$ cat src/rtl/sha3_pkg.sv
// Shared constants and types for the SHA-3 rate-block padder.
// Rate tables are indexed by the SHA-3 variant selected on the mode input.
package sha3_pkg;

  localparam int WIDTH          = 16;
  localparam int RATE_MAX_BITS  = 1152;
  localparam int RATE_MAX_BYTES = RATE_MAX_BITS / 8;

  typedef enum logic [1:0] {
    MODE_224 = 2'd0,
    MODE_256 = 2'd1,
    MODE_384 = 2'd2,
    MODE_512 = 2'd3
  } sha3_mode_e;

  typedef enum logic [1:0] {
    ST_FILL   = 2'd0,
    ST_HOLD   = 2'd1,
    ST_PADBLK = 2'd2
  } pad_state_e;

  localparam logic [6:0] RATE_WORDS [4] = '{7'd72, 7'd68, 7'd52, 7'd36};
  localparam logic [7:0] RATE_BYTES [4] = '{8'd144, 8'd136, 8'd104, 8'd72};

  function automatic logic [6:0] rate_words(input sha3_mode_e m);
    return RATE_WORDS[m];
  endfunction

  function automatic logic [7:0] rate_bytes(input sha3_mode_e m);
    return RATE_BYTES[m];
  endfunction

endpackage

$ cat src/rtl/sha3_pad_gen.sv
// Combinational pad10*1 mask: 0x06 domain byte at position pos, 0x80 on the
// final rate byte; both land on the same byte when pos is the last rate byte.
module sha3_pad_gen
  import sha3_pkg::*;
(
  input  sha3_mode_e               mode,
  input  logic [7:0]               pos,
  output logic [RATE_MAX_BITS-1:0] mask
);

  logic [7:0] last_byte;

  assign last_byte = rate_bytes(mode) - 8'd1;

  for (genvar gi = 0; gi < RATE_MAX_BYTES; gi++) begin : g_byte
    assign mask[8*gi +: 8] = ((pos == 8'(gi))       ? 8'h06 : 8'h00) |
                             ((last_byte == 8'(gi)) ? 8'h80 : 8'h00);
  end

endmodule

$ cat src/rtl/sha3_padder.sv
// Packs a 16-bit AXI-Stream byte message into SHA-3 rate blocks, applies the
// 0x06 / 0x80 padding and hands each block to the Keccak core.
module sha3_padder
  import sha3_pkg::*;
(
  input  logic                     ACLK,
  input  logic                     ARESETn,
  input  logic [WIDTH-1:0]         s_tdata,
  input  logic [1:0]               s_tkeep,
  input  logic                     s_tvalid,
  input  logic                     s_tlast,
  output logic                     s_tready,
  input  logic [1:0]               mode,
  output logic [RATE_MAX_BITS-1:0] blk_data,
  output logic                     blk_valid,
  input  logic                     blk_ready,
  output logic                     blk_first,
  output logic                     blk_last,
  output logic [1:0]               blk_mode
);

  pad_state_e               state_reg, state_next;
  logic [6:0]               cnt_reg, cnt_next;
  logic                     pad_pending_reg, pad_pending_next;
  logic [RATE_MAX_BITS-1:0] block_reg, block_next;
  logic                     first_reg, first_next;
  logic                     last_reg, last_next;
  sha3_mode_e               mode_reg, mode_next;

  logic                     accept;
  logic                     msg_start;
  sha3_mode_e               beat_mode;
  logic [1:0]               beat_bytes;
  logic [WIDTH-1:0]         beat_word;
  logic [7:0]               fill_bytes;
  sha3_mode_e               pad_mode;
  logic [7:0]               pad_pos;
  logic [RATE_MAX_BITS-1:0] pad_mask;

  assign s_tready = (state_reg == ST_FILL) && ARESETn;
  assign accept   = s_tvalid && s_tready;

  // A new message starts on the first beat after a final block (or reset);
  // only then is the external mode sampled.
  assign msg_start = first_reg && (cnt_reg == 7'd0);
  assign beat_mode = msg_start ? sha3_mode_e'(mode) : mode_reg;

  // Partial keep only has meaning on the closing beat.
  always_comb begin
    beat_bytes = 2'd2;
    if (s_tlast) begin
      case (s_tkeep)
        2'b00:   beat_bytes = 2'd0;
        2'b01:   beat_bytes = 2'd1;
        default: beat_bytes = 2'd2;
      endcase
    end
  end

  assign beat_word  = {(beat_bytes == 2'd2) ? s_tdata[15:8] : 8'h00,
                       (beat_bytes != 2'd0) ? s_tdata[7:0]  : 8'h00};
  assign fill_bytes = {cnt_reg, 1'b0} + {6'd0, beat_bytes};

  assign pad_mode = (state_reg == ST_PADBLK) ? mode_reg : beat_mode;
  assign pad_pos  = (state_reg == ST_PADBLK) ? 8'd0 : fill_bytes;

  sha3_pad_gen u_pad_gen (
    .mode (pad_mode),
    .pos  (pad_pos),
    .mask (pad_mask)
  );

  always_comb begin
    state_next       = state_reg;
    cnt_next         = cnt_reg;
    pad_pending_next = pad_pending_reg;
    block_next       = block_reg;
    first_next       = first_reg;
    last_next        = last_reg;
    mode_next        = mode_reg;
    case (state_reg)
      ST_FILL: begin
        if (accept) begin
          mode_next = beat_mode;
          block_next[WIDTH*cnt_reg +: WIDTH] = beat_word;
          cnt_next = cnt_reg + 7'd1;
          if (s_tlast) begin
            state_next = ST_HOLD;
            if (fill_bytes < rate_bytes(beat_mode)) begin
              block_next = block_next | pad_mask;
              last_next  = 1'b1;
            end else begin
              // Message exactly filled the rate: padding goes in its own block.
              pad_pending_next = 1'b1;
              last_next        = 1'b0;
            end
          end else if (cnt_reg == rate_words(beat_mode) - 7'd1) begin
            state_next = ST_HOLD;
            last_next  = 1'b0;
          end
        end
      end
      ST_HOLD: begin
        if (blk_ready) begin
          block_next = '0;
          cnt_next   = 7'd0;
          first_next = last_reg;
          last_next  = 1'b0;
          state_next = pad_pending_reg ? ST_PADBLK : ST_FILL;
        end
      end
      ST_PADBLK: begin
        block_next       = block_reg | pad_mask;
        pad_pending_next = 1'b0;
        last_next        = 1'b1;
        state_next       = ST_HOLD;
      end
      default: state_next = ST_FILL;
    endcase
  end

  always_ff @(posedge ACLK or negedge ARESETn) begin
    if (!ARESETn) begin
      state_reg       <= ST_FILL;
      cnt_reg         <= 7'd0;
      pad_pending_reg <= 1'b0;
      block_reg       <= '0;
      first_reg       <= 1'b1;
      last_reg        <= 1'b0;
      mode_reg        <= MODE_224;
    end else begin
      state_reg       <= state_next;
      cnt_reg         <= cnt_next;
      pad_pending_reg <= pad_pending_next;
      block_reg       <= block_next;
      first_reg       <= first_next;
      last_reg        <= last_next;
      mode_reg        <= mode_next;
    end
  end

  assign blk_data  = block_reg;
  assign blk_valid = (state_reg == ST_HOLD);
  assign blk_first = first_reg;
  assign blk_last  = last_reg;
  assign blk_mode  = mode_reg;

endmodule

$ cat config.mk
export PLATFORM = sky130hd
export DESIGN_NAME = sha3_padder
export DESIGN_NICKNAME = d
export VERILOG_FILES = /design/src/rtl/sha3_pkg.sv /design/src/rtl/sha3_pad_gen.sv /design/src/rtl/sha3_padder.sv
export SDC_FILE = /design/constraint.sdc
export NUM_CORES = 2
export LEC_CHECK = 0
export CELL_PAD_IN_SITES_DETAIL_PLACEMENT = 0
export CELL_PAD_IN_SITES_GLOBAL_PLACEMENT = 1
export CORE_AREA = 3 3 461 463
export DETAILED_ROUTE_END_ITERATION = 10
export DIE_AREA = 0 0 464 466
export HOLD_SLACK_MARGIN = 0.12
export PLACE_DENSITY = 0.65
export SYNTH_ARGS = -nofsm -noshare
export SYNTH_HDL_FRONTEND = slang
export SYNTH_SLANG_ARGS = --single-unit
export TNS_END_PERCENT = 50
$ cat constraint.sdc
create_clock -name ACLK -period 8.5 [get_ports ACLK]
set_input_delay 2.125 -clock ACLK [delete_from_list [all_inputs] [get_ports ACLK]]
set_output_delay 2.125 -clock ACLK [all_outputs]
set_load 0.03 [all_outputs]
==> key figures <==
Die
  • Chip width: 464 um
  • Initial core utilization: 25.0%
  • Die area: 216000 sq um
  • Core outline area: 209000 sq um
  • Boundary pin count: 1183
  • Die Ht: 466 um
  • Rows: 168

Pwr
  • Maximum vdd drop: 0.222 mV
  • Pwr/cell area: 286 nW/um^2
  • Total chip power: 20.8 mW
  • Leakage: 29.1 nW

Logic synthesis
  • Synth area leaders: dfrtp_1, a22o_1, nand2_1
  • Synth cell count leaders: dfrtp_1, nand2_1, nor2_1
  • FF+latch count, synth: 1166
  • Top-count cell post-synth: dfrtp_1
  • Post-synth cell types: 102
  • Seq/Total Area, Yosys: 55.8%
  • Synthesis Warnings: 0
  • EDFF count, synth: 0
  • Post-synth top flop: dfrtp_1
  • Asr flop ratio synth: 100%
  • Syn Nets: 5201
  • Synth Instances: 5163
  • Mapped Avg Cell Area: 10.1 sq um
  • Synthesized area: 52300 sq um
  • Yosys top cell by area: dfrtp_1
  • Share of the synthesized area in the top cell type: 55.7%

Worst setup path
  • Critical path type: primary input to flop
  • Worst stage delay on the critical path: 0.70 ns
  • Worst path top cell family by delay: compound AO/OA/AOI/OAI gates
  • Worst path depth: 17
  • Critical Path AT: 6.97 ns
  • Crit Reg-Reg Endpoint: blk_data[525]
  • Startpoint type of the worst setup path: primary input
  • Path depth of the worst reg2reg path: 12
  • R2R Setup Slk: 2.33 ns
  • WP data required: 9.23 ns
  • Worst setup path start: s_tlast
  • Slowest-stage cell, CP: a21oi_1
  • Most frequent CP cell: ha_1
  • CP Capture Point: blk_data[57]
  • WP buf/inv: 4
  • Crit. End Element: flop
  • Worst-path cell chain: clkdlybuf4s50_1, nand2b_1, ha_1, ha_1, inv_1, nor3_1, nor2_1, inv_1, ha_1, o21ai_0, a32oi_1, or3_1, o21a_1, a21oi_1, buf_4, a21oi_1, o21ai_0
  • RR Startpoint: cnt_reg[0]
  • Crit path max fanout: 11

Placed design
  • Port Buffer Count: 1182
  • Final HPWL DP: 256000 um
  • Routability cong.: 0.939

Worst hold path
  • Hold crit path type: flop to flop
  • Hold path startpoint: blk_data[1072]

GRT
  • Total grt overflow: 0
  • Largest net degree at the start of global routing: 183
  • Gr usage total: 30.3%
  • Initial antenna violation count: 29
  • Wire length of the first global-routing pass: 457000 um
  • Vias in the first global route: 50900

CTS
  • Hold_buf cts: 0
  • Clock root buffer: clkbuf_16
  • Max Root-Sink Buffers: 3
  • Htree depth: 4
  • Buffer count from post-CTS setup fixing: 0
  • Worst skew pair latency: 0.85 ns
  • TritonCTS clock tree: yes
  • Post-CTS sizing: 0
  • CTS clock-pin slew for the worst setup and hold paths: 0.06 ns
  • Total CTS buffers: 139
  • Clock sink count: 1166

Cells and area
  • Fraction of layout cells with a size suffix above 1: 8.89%
  • Multi-input logic area: 21800 sq um
  • Layout overhead on the synthesized area: 39.0%
  • NumNets Final: 6349
  • Fill cells: 21100
  • Register Area: 29200 sq um
  • Max reg flops: 1133

STA
  • Final setup fails: 0
  • Setup total negative slack: 0 ns
  • RSZ-0062 raised after global routing: false
  • Final hold vios: 0
  • Max-Slew Margin vs Limit: 3.56%
  • Slew Viols, Final: 0
  • Min cycle time layout: 6.24 ns
  • Fin Clk Skew: 0.0409 ns
  • Worst Tran Pin Value: 1.44 ns
  • Part of the cycle the worst path needs: 73.4%
  • Fmax: 160 MHz

Route
  • TritonRoute pass-1 iters: 6
  • WL final: 341000 um
  • Number of vias per cell: 5.76
  • Final antenna-violating net count: 0
  • DR vias: 53200
  • DRT iter0 DRCs: 7119
  • Wirelength per Cell: 36.8 um
  • DRC errors left: 0

Run
  • MaxCap Viol Count: 0

Status
  • Outcome: finished clean
## cell type report
| type | instances | share of cell area (%) |
|---|---|---|
| antenna | 12 | 0.0413 |
| clock buffer | 205 | 5.63 |
| clock inverter | 50 | 0.906 |
| inverter | 21 | 0.112 |
| multi-input combinational | 3605 | 30.0 |
| sequential | 1166 | 40.1 |
| tap | 2805 | 4.82 |
| timing repair buffer | 1378 | 18.4 |
## layout by cell type (no fill, tap or decap), types with 19 or more instances in the layout
master and count:
clkdlybuf4s50_1 1181, dfrtp_1 1165, nand2_1 690, nor2_1 594, o21ai_0 466, a22o_1 431, a21oi_1 238, buf_4 191
o32a_1 170, a32o_1 159, clkbuf_16 140, nand3_1 96, o21ai_1 85, mux2i_1 77, nor3_1 63, o22ai_1 44
nor2_2 37, clkbuf_8 35, clkbuf_1 30, a31oi_1 27, o211ai_1 26, or3_1 25, clkinv_2 24, and3_1 20
nand4_1 19, a21o_1 19
## per-stage QoR
stage / cells / hold WS (ns) / utilization [%] / area (sq um) / setup WS [ns]
6_report: 9242 / 0.477 / 34.8 / 72700 / 2.26
5_1_grt: 9230 / 0.497 / 34.8 / 72700 / 2.00
4_1_cts: 9230 / 0.482 / 34.8 / 72700 / 2.50
3_5_place_dp: 8975 / 0.469 / 32.5 / 68000 / 1.58
3_3_place_gp: 8975 / 0.459 / 32.5 / 68000 / 1.57
2_1_floorplan: 5163 / 0.490 / - / 52300 / 2.53
## how the worst min path moves through the flow
stage	cells past startpoint	endpoint	slack (ns)
floorplan	2	pad_pending_reg	0.49
global placement	2	blk_data[255]	0.46
detailed placement	2	blk_data[255]	0.47
CTS	2	blk_data[255]	0.48
global route	2	blk_data[125]	0.50
finish	2	blk_data[1072]	0.48
## per-layer routing
layer  share of wire (%)  GRT usage (%)  vias to the layer above
li1                    -              -                    21500
met1                  40           39.4                    27500
met2                  43           45.6                     3562
met3                 9.9           8.70                      676
met4                 6.1           15.6                        8
met5               0.012              0                        -
## cell families after synthesis
group | synth area share, %
adders and majority gates | 0.311
muxes | 1.66
DFF | 55.8
xor gates and xnor gates | 0.263
AOI/OAI and AO/OA | 25.1
buffers and inverters | 3.13
and+or+nand+nor | 13.8
## power breakdown
| group | internal, mW | total (mW) | switching (mW) |
|---|---|---|---|
| combinational | 1.60 | 8.52 | 6.91 |
| sequential | 5.72 | 5.96 | 0.247 |
| clock | 3.60 | 6.30 | 2.70 |
| total | 10.9 | 20.8 | 9.86 |
## tightest hold or removal path: stages, from the launching register on
cell and delay (ns):
dfrtp_1 0.34, nand2_1 0.04, o21ai_0 0.06
No activity file was read; power rests on OpenSTA's default activity.
